File: config.mk
export PLATFORM = sky130hd
export DESIGN_NAME = vmicro16_apb_rr_intercon
export DESIGN_NICKNAME = d
export VERILOG_FILES = /design/src/rtl/vmicro16_apb_rr_intercon.sv
export SDC_FILE = /design/constraint.sdc
export NUM_CORES = 1
export LEC_CHECK = 0
export BUFFER_PORTS_ARGS = -buffer_cell sky130_fd_sc_hd__buf_2
export CAP_MARGIN = 20
export CORE_MARGIN = 1.5
export CORE_UTILIZATION = 47
export DETAILED_ROUTE_END_ITERATION = 10
export PLACE_DENSITY = 0.84
export SLEW_MARGIN = 20
export SYNTH_ARGS = -nofsm -noshare
export SYNTH_HDL_FRONTEND = slang
export SYNTH_SLANG_ARGS = --single-unit
File: constraint.sdc
create_clock -name clk -period 2.7 [get_ports clk]
set_clock_uncertainty 0.15 [all_clocks]
set_input_delay 0.135 -clock clk [delete_from_list [all_inputs] [get_ports clk]]
set_output_delay 0.135 -clock clk [all_outputs]
set_load 0.05 [all_outputs]
File: src/rtl/vmicro16_apb_rr_intercon.sv
// Purpose     : N-master / M-slave APB interconnect. It grants masters round-robin, decodes the slave
//               from a PADDR bit field, and answers PSLVERR for unmapped addresses or hung slaves.
// Latency     : a request to a zero-wait slave gets S_PREADY in cycle 4, plus 1 cycle per wait state.
//               An unmapped address gets S_PREADY in cycle 2.
// Backpressure: one transfer is in flight at a time. Masters that are not granted keep S_PSELx high
//               and see S_PREADY=0 until they win.
// Ports:
//   clk, reset              clock and synchronous active-high reset
//   S_P*                    packed per-master APB slave ports (master i at slice i)
//   M_P*                    shared downstream APB master port; M_PSELx is one-hot per slave
//   GRANT                   one-hot owner of the bus; 0 while idle
module vmicro16_apb_rr_intercon #(
   parameter int BUS_WIDTH  = 16,
   parameter int DATA_WIDTH = 16,
   parameter int MASTERS    = 4,
   parameter int SLAVES     = 2,
   parameter int ADDR_MSB   = 12,
   parameter int ADDR_LSB   = 12,
   parameter int TIMEOUT    = 255,
   parameter logic [DATA_WIDTH-1:0] ERR_DATA = 16'hDEAD
) (
   input  logic                          clk,
   input  logic                          reset,
   input  logic [MASTERS*BUS_WIDTH-1:0]  S_PADDR,
   input  logic [MASTERS-1:0]            S_PWRITE,
   input  logic [MASTERS-1:0]            S_PSELx,
   input  logic [MASTERS-1:0]            S_PENABLE,
   input  logic [MASTERS*DATA_WIDTH-1:0] S_PWDATA,
   output logic [MASTERS*DATA_WIDTH-1:0] S_PRDATA,
   output logic [MASTERS-1:0]            S_PREADY,
   output logic [MASTERS-1:0]            S_PSLVERR,
   output logic [BUS_WIDTH-1:0]          M_PADDR,
   output logic                          M_PWRITE,
   output logic [SLAVES-1:0]             M_PSELx,
   output logic                          M_PENABLE,
   output logic [DATA_WIDTH-1:0]         M_PWDATA,
   input  logic [SLAVES*DATA_WIDTH-1:0]  M_PRDATA,
   input  logic [SLAVES-1:0]             M_PREADY,
   output logic [MASTERS-1:0]            GRANT
);

   localparam int MIDX_W = (MASTERS > 1) ? $clog2(MASTERS) : 1;
   localparam int SIDX_W = ADDR_MSB - ADDR_LSB + 1;
   localparam int TO_W   = (TIMEOUT > 1) ? $clog2(TIMEOUT + 1) : 1;

   typedef enum logic [1:0] {IDLE, SETUP, ACCESS, DONE} state_t;

   state_t                        state_q, state_d;
   logic [MIDX_W-1:0]             ptr_q, ptr_d;
   logic [MIDX_W-1:0]             gidx_q, gidx_d;
   logic [SIDX_W-1:0]             sidx_q, sidx_d;
   logic [BUS_WIDTH-1:0]          addr_q, addr_d;
   logic                          write_q, write_d;
   logic [DATA_WIDTH-1:0]         wdata_q, wdata_d;
   logic [TO_W-1:0]               cnt_q, cnt_d;
   logic [SLAVES-1:0]             m_psel_q, m_psel_d;
   logic                          m_penable_q, m_penable_d;
   logic [MASTERS-1:0]            s_pready_q, s_pready_d;
   logic [MASTERS-1:0]            s_pslverr_q, s_pslverr_d;
   logic [MASTERS-1:0]            grant_q, grant_d;
   logic [MASTERS*DATA_WIDTH-1:0] s_prdata_q, s_prdata_d;

   // PENABLE from the masters carries no information the FSM needs.
   logic unused_s_penable;
   assign unused_s_penable = ^S_PENABLE;

   // Round-robin pick. The first requester above ptr wins. If there is none, the lowest
   // requester at or below ptr wins.
   logic              hi_found, lo_found, req_vld;
   logic [MIDX_W-1:0] hi_idx, lo_idx, req_idx;
   always_comb begin
      hi_found = 1'b0;
      lo_found = 1'b0;
      hi_idx   = '0;
      lo_idx   = '0;
      for (int j = MASTERS - 1; j >= 0; j--) begin
         if (S_PSELx[j]) begin
            if (j > int'(ptr_q)) begin
               hi_found = 1'b1;
               hi_idx   = MIDX_W'(j);
            end else begin
               lo_found = 1'b1;
               lo_idx   = MIDX_W'(j);
            end
         end
      end
      req_vld = hi_found | lo_found;
      req_idx = hi_found ? hi_idx : lo_idx;
   end

   // Request fields of the winning master.
   logic [BUS_WIDTH-1:0]  req_addr;
   logic                  req_write;
   logic [DATA_WIDTH-1:0] req_wdata;
   logic [SIDX_W-1:0]     req_sidx;
   always_comb begin
      req_addr  = '0;
      req_write = 1'b0;
      req_wdata = '0;
      for (int m = 0; m < MASTERS; m++) begin
         if (m == int'(req_idx)) begin
            req_addr  = S_PADDR[m*BUS_WIDTH +: BUS_WIDTH];
            req_write = S_PWRITE[m];
            req_wdata = S_PWDATA[m*DATA_WIDTH +: DATA_WIDTH];
         end
      end
      req_sidx = req_addr[ADDR_MSB:ADDR_LSB];
   end

   // Response of the addressed slave.
   logic                  sel_rdy;
   logic [DATA_WIDTH-1:0] sel_rdata;
   always_comb begin
      sel_rdy   = 1'b0;
      sel_rdata = '0;
      for (int s = 0; s < SLAVES; s++) begin
         if (s == int'(sidx_q)) begin
            sel_rdy   = M_PREADY[s];
            sel_rdata = M_PRDATA[s*DATA_WIDTH +: DATA_WIDTH];
         end
      end
   end

   // Next-state and registered-output logic.
   logic                  fin, fin_err;
   logic [DATA_WIDTH-1:0] fin_data;
   logic [MIDX_W-1:0]     fin_idx;
   always_comb begin
      state_d     = state_q;
      ptr_d       = ptr_q;
      gidx_d      = gidx_q;
      sidx_d      = sidx_q;
      addr_d      = addr_q;
      write_d     = write_q;
      wdata_d     = wdata_q;
      cnt_d       = cnt_q;
      m_psel_d    = m_psel_q;
      m_penable_d = m_penable_q;
      s_pready_d  = '0;
      s_pslverr_d = '0;
      grant_d     = grant_q;
      s_prdata_d  = s_prdata_q;
      fin         = 1'b0;
      fin_err     = 1'b0;
      fin_data    = '0;
      fin_idx     = gidx_q;

      case (state_q)
         IDLE: begin
            if (req_vld) begin
               gidx_d  = req_idx;
               addr_d  = req_addr;
               write_d = req_write;
               wdata_d = req_wdata;
               sidx_d  = req_sidx;
               for (int m = 0; m < MASTERS; m++) grant_d[m] = (m == int'(req_idx));
               if (int'(req_sidx) < SLAVES) begin
                  state_d = SETUP;
                  for (int s = 0; s < SLAVES; s++) m_psel_d[s] = (s == int'(req_sidx));
               end else begin
                  // Unmapped: answer the master directly, no downstream cycle.
                  state_d  = DONE;
                  fin      = 1'b1;
                  fin_err  = 1'b1;
                  fin_data = ERR_DATA;
                  fin_idx  = req_idx;
               end
            end
         end
         SETUP: begin
            state_d     = ACCESS;
            m_penable_d = 1'b1;
            cnt_d       = '0;
         end
         ACCESS: begin
            // Ready wins over a timeout that expires in the same cycle.
            if (sel_rdy) begin
               state_d     = DONE;
               m_psel_d    = '0;
               m_penable_d = 1'b0;
               fin         = 1'b1;
               fin_data    = sel_rdata;
            end else if (TIMEOUT != 0 && int'(cnt_q) + 1 >= TIMEOUT) begin
               state_d     = DONE;
               m_psel_d    = '0;
               m_penable_d = 1'b0;
               fin         = 1'b1;
               fin_err     = 1'b1;
               fin_data    = ERR_DATA;
            end else begin
               cnt_d = cnt_q + 1'b1;
            end
         end
         DONE: begin
            state_d = IDLE;
            ptr_d   = gidx_q;
            grant_d = '0;
         end
         default: state_d = IDLE;
      endcase

      if (fin) begin
         for (int m = 0; m < MASTERS; m++) begin
            if (m == int'(fin_idx)) begin
               s_pready_d[m]                          = 1'b1;
               s_pslverr_d[m]                         = fin_err;
               s_prdata_d[m*DATA_WIDTH +: DATA_WIDTH] = fin_data;
            end
         end
      end
   end

   always_ff @(posedge clk) begin
      if (reset) begin
         state_q     <= IDLE;
         ptr_q       <= MIDX_W'(MASTERS - 1);
         gidx_q      <= '0;
         sidx_q      <= '0;
         addr_q      <= '0;
         write_q     <= 1'b0;
         wdata_q     <= '0;
         cnt_q       <= '0;
         m_psel_q    <= '0;
         m_penable_q <= 1'b0;
         s_pready_q  <= '0;
         s_pslverr_q <= '0;
         grant_q     <= '0;
         s_prdata_q  <= '0;
      end else begin
         state_q     <= state_d;
         ptr_q       <= ptr_d;
         gidx_q      <= gidx_d;
         sidx_q      <= sidx_d;
         addr_q      <= addr_d;
         write_q     <= write_d;
         wdata_q     <= wdata_d;
         cnt_q       <= cnt_d;
         m_psel_q    <= m_psel_d;
         m_penable_q <= m_penable_d;
         s_pready_q  <= s_pready_d;
         s_pslverr_q <= s_pslverr_d;
         grant_q     <= grant_d;
         s_prdata_q  <= s_prdata_d;
      end
   end

   assign M_PADDR   = addr_q;
   assign M_PWRITE  = write_q;
   assign M_PWDATA  = wdata_q;
   assign M_PSELx   = m_psel_q;
   assign M_PENABLE = m_penable_q;
   assign S_PREADY  = s_pready_q;
   assign S_PSLVERR = s_pslverr_q;
   assign S_PRDATA  = s_prdata_q;
   assign GRANT     = grant_q;

endmodule

==> results.txt <==
----------------------------------------------------
[Run status]
  Violated checks ... negative setup slack
  Result of the run ... finished with violations

[Synthesis]
  Fraction of the yosys area taken by sequential cells ... 40.3%
  Fraction of post-synthesis cell area in the top cell type by area ... 40.3%
  Synth Flop Type ... sky130_fd_sc_hd__dfxtp_1
  Post-synthesis net count ... 951
  Number of flops mapped to enable cells by yosys ... 0
  Async set or reset register ratio after synthesis ... 0%
  Synthesis-stage register bit count ... 126
  Leading cell types by count after synthesis ... 126 x sky130_fd_sc_hd__dfxtp_1, 104 x sky130_fd_sc_hd__nand2_1, 103 x sky130_fd_sc_hd__a21oi_1
  Yosys warning total ... 0
  Netlist Area Pre-Place ... 0.00626 mm²
  Post-synth top area cell ... sky130_fd_sc_hd__dfxtp_1
  Top cells by area in the synthesized netlist ... sky130_fd_sc_hd__dfxtp_1 40%, sky130_fd_sc_hd__a21oi_1 8.2%, sky130_fd_sc_hd__nand2_1 6.2%, sky130_fd_sc_hd__o21a_1 5.4%, sky130_fd_sc_hd__a311oi_1 4.5%
  Distinct cells, synth ... 58
  Leading cell type by number of instances after synthesis ... sky130_fd_sc_hd__dfxtp_1
  Number of cells produced by synthesis ... approximately 770
  Syn Area/Cell ... 8.14 µm²

[Flow run]
  Max cap viols ... 0

[GRT]
  Overall track demand over capacity in global routing ... roughly 30%
  Total gr overflow ... 0
  Via count of the first global-routing pass ... roughly 7,000
  Global-route wire length before repair ... around 34,000 µm
  Antenna violations before repair ... 0
  Maximum number of pins on one net before global-route repair ... 97

[Power and ir drop]
  Power, Total ... 8.28 mW
  Lkg Pwr ... 4.19 nW
  Power Density ... between 900 and 1000 mW/mm²
  VDD IR max ... 0.540 mV

[Setup path]
  Largest stage delay, worst path ... 0.62 ns
  CP startpoint ... ptr_q[0]
  Critical path data arrival time ... about 2.8 ns
  Critical Setup Path Class ... flip-flop to flip-flop
  Slowest cell on crit path ... sky130_fd_sc_hd__dlygate4sd3_1
  Critical path, cell by cell ... and3b_1 -> o31a_4 -> buf_12 -> nand2_1 -> a21oi_1 -> a311oi_1 -> dlygate4sd3_1 -> o21ai_0
  Reg-to-reg startpoint ... ptr_q[0]
  CP max FO ... 32
  Required @ worst endpoint ... 2.80 ns
  Critical Path Start Type ... flip-flop
  CP Capture Type ... flip-flop

[Finish]
  Filler cells ... between 900 and 1,000
  Final core utilization ... 71.4%
  Combined area of the multi-input logic cells ... 0.00345 mm²
  Final std cell area, no fill ... 0.00916 mm²
  Number of nets in the final layout ... 1,275
  Share of cells above drive strength 1 ... 32.3%
  N_diodes ... 0
  Area taken by flip-flops and latches ... ~0.0025 mm²
  P&R area growth vs syn ... 46.3%

[Min path]
  Class of the worst hold path ... input pin to flip-flop
  Start point of the worst hold path ... S_PWDATA[47]

[Timing]
  Final critical delay including setup and external delays ... 2.70 ns
  Max Clock Freq ... 370 MHz
  Worst Tran Pin Value ... 0.805 ns
  Final Cycle Share ... 100%
  Normalized max-slew margin ... 46.0%
  Setup repair after global routing missed its margin ... true
  Final hold violation count ... 0
  Worst-case setup margin in the final layout ... -0.00322 ns
  Total setup violations reported at the end of the flow ... 1
  Total count of max-transition violations in the final report ... 0

[Drt]
  Mean routed wirelength per cell ... 17.7 µm
  Total Wirelength ... 22,600 µm
  Antenna violation net count after detailed routing ... 0
  Detailed Route Iter0 Violations ... 760
  Post-DR vias/cell ... between 5 and 6
  DRC errors left ... 0
  Via Count ... 7,356
  First-pass detailed-route iteration total ... 8

[Clock tree]
  Clock tree from TritonCTS ... built
  Clock-pin slew on the worst setup and hold paths ... 0.05 ns
  Clock tree buffer depth ... 2
  Clock Root Buffer ... sky130_fd_sc_hd__clkbuf_16
  Number of H-tree levels ... 4
  Clk sink count ... 126
  Number of clock buffers inserted by TritonCTS ... 17
  Clock latency at the later pin of the worst-skew pair ... 0.41 ns

[Die]
  X dimension of the die ... 118 µm
  Rows ... 41
  Initial cell density of the core ... 48.8%
  Height of the die ... approximately 120 µm
  Core region area ... 0.0128 mm²
  Floorplan die area ... around 0.014 mm²
  IO Pins ... 288

[Placed design]
  Count of input and output buffers ... 283
  GP Congestion ... 0.887
  Total placed instance area ... 0.00777 mm²
  DPL Wire Length ... 13,400 µm

----------------------------------------------------
through the flow:
stage,setup WS (ns),hold slack [ns],instances,TNS (ns)
global route,-0.0101,0.0423,1277,-0.0101
CTS,0.0444,0.00342,1272,0
floorplan,0.491,0.171,769,0
detailed placement,0.217,0.269,1173,0
global placement,0.278,0.261,1173,0
finish,-0.00322,0.0160,1277,-0.00322
kinds of logic (layout without fill, tap and decap cells):
| group | after synthesis | after routing | share of synthesized area, % |
|---|---|---|---|
| adder cells (fa/ha/maj) | 6 | 6 | 1.20 |
| AO/OA/AOI/OAI | 285 | 285 | 29.3 |
| flip-flops | 126 | 126 | 40.3 |
| AND/OR/NAND/NOR | 267 | 267 | 22.0 |
| XOR/XNOR | 3 | 3 | 0.420 |
| buffers and inverters | 74 | 410 | 5.52 |
| multiplexers | 8 | 8 | 1.30 |
per-layer routing:
| layer | part of all wire, % | global-route usage (%) |
|---|---|---|
| met2 | 48 | 49.9 |
| met1 | 38 | 34.8 |
| met5 | 0 | 0 |
| met4 | 4.6 | 17.2 |
| met3 | 9.4 | 7.29 |
worst paths after layout:
check | slack (ns) | endpoint | cells past startpoint
setup / recovery | -0.003 | M_PWDATA[13] | 8
hold / removal | 0.02 | M_PWDATA[15] | 5
setup reg to reg | -0.003 | M_PWDATA[13] | 8
hold reg to reg | 0.31 | S_PRDATA[19] | 1
flip-flops by register name (all words and copies together), names as in the netlist:
signal	cells
S_PRDATA	64
M_PADDR	16
M_PWDATA	16
cnt_q	8
GRANT	4
S_PREADY	4
S_PSLVERR	4
M_PSELx	2
gidx_q	2
ptr_q	2
state_q	2
M_PENABLE	1
M_PWRITE	1
cell usage in the layout (no fill, tap or decap), drive strengths merged, types with 3 or more instances in the layout:
cell type	synthesis	final
ha	6	6
nor2	35	35
dlygate4sd3	0	68
o21bai	3	3
inv	7	7
o211ai	3	3
and3	33	33
clkbuf	47	27
a311oi	33	33
dfxtp	126	126
nand2b	7	7
nand3b	34	34
nor3	10	10
mux2i	7	7
buf	20	301
a21oi	103	103
a211oi	12	12
nand3	9	9
nor2b	20	20
o21ai	61	61
and2	3	3
bufinv	0	3
a2bb2oi	3	3
o21a	45	45
clkinv	0	4
nand2	105	105
where the power goes:
| group | switching (mW) | total, mW | internal, mW |
|---|---|---|---|
| Clock | 0.789 | 2.30 | 1.51 |
| Sequential | 0.232 | 2.40 | 2.17 |
| Combinational | 2.45 | 3.58 | 1.13 |
| Total | 3.47 | 8.28 | 4.81 |
worst max-delay path, delay by kind of cell, from the launching register on:
| kind | cells | cell delay, ns |
|---|---|---|
| compound gates | 4 | 0.84 |
| buf+inv | 2 | 0.80 |
| flops | 1 | 0.38 |
| simple gates | 2 | 0.36 |
area by class of cell:
class                   count  share of cell area (%)
multi-input cells         569                    37.6
clock inverters             7                    1.20
inverters                   7                   0.287
repair buffers            372                    25.7
well taps                 172                    2.35
clock buffers              24                    5.26
flip-flops and latches    126                    27.6
what timing repair did:
| item | in CTS | in global routing |
|---|---|---|
| hold endpoints to repair | 37 | 0 |
| endpoints found under the setup margin | 0 | 24 |
| hold buffers | 68 | 0 |
| resized for setup | 0 | 12 |
| buffers inserted | 0 | 0 |
(Power assumes the default switching activity.)
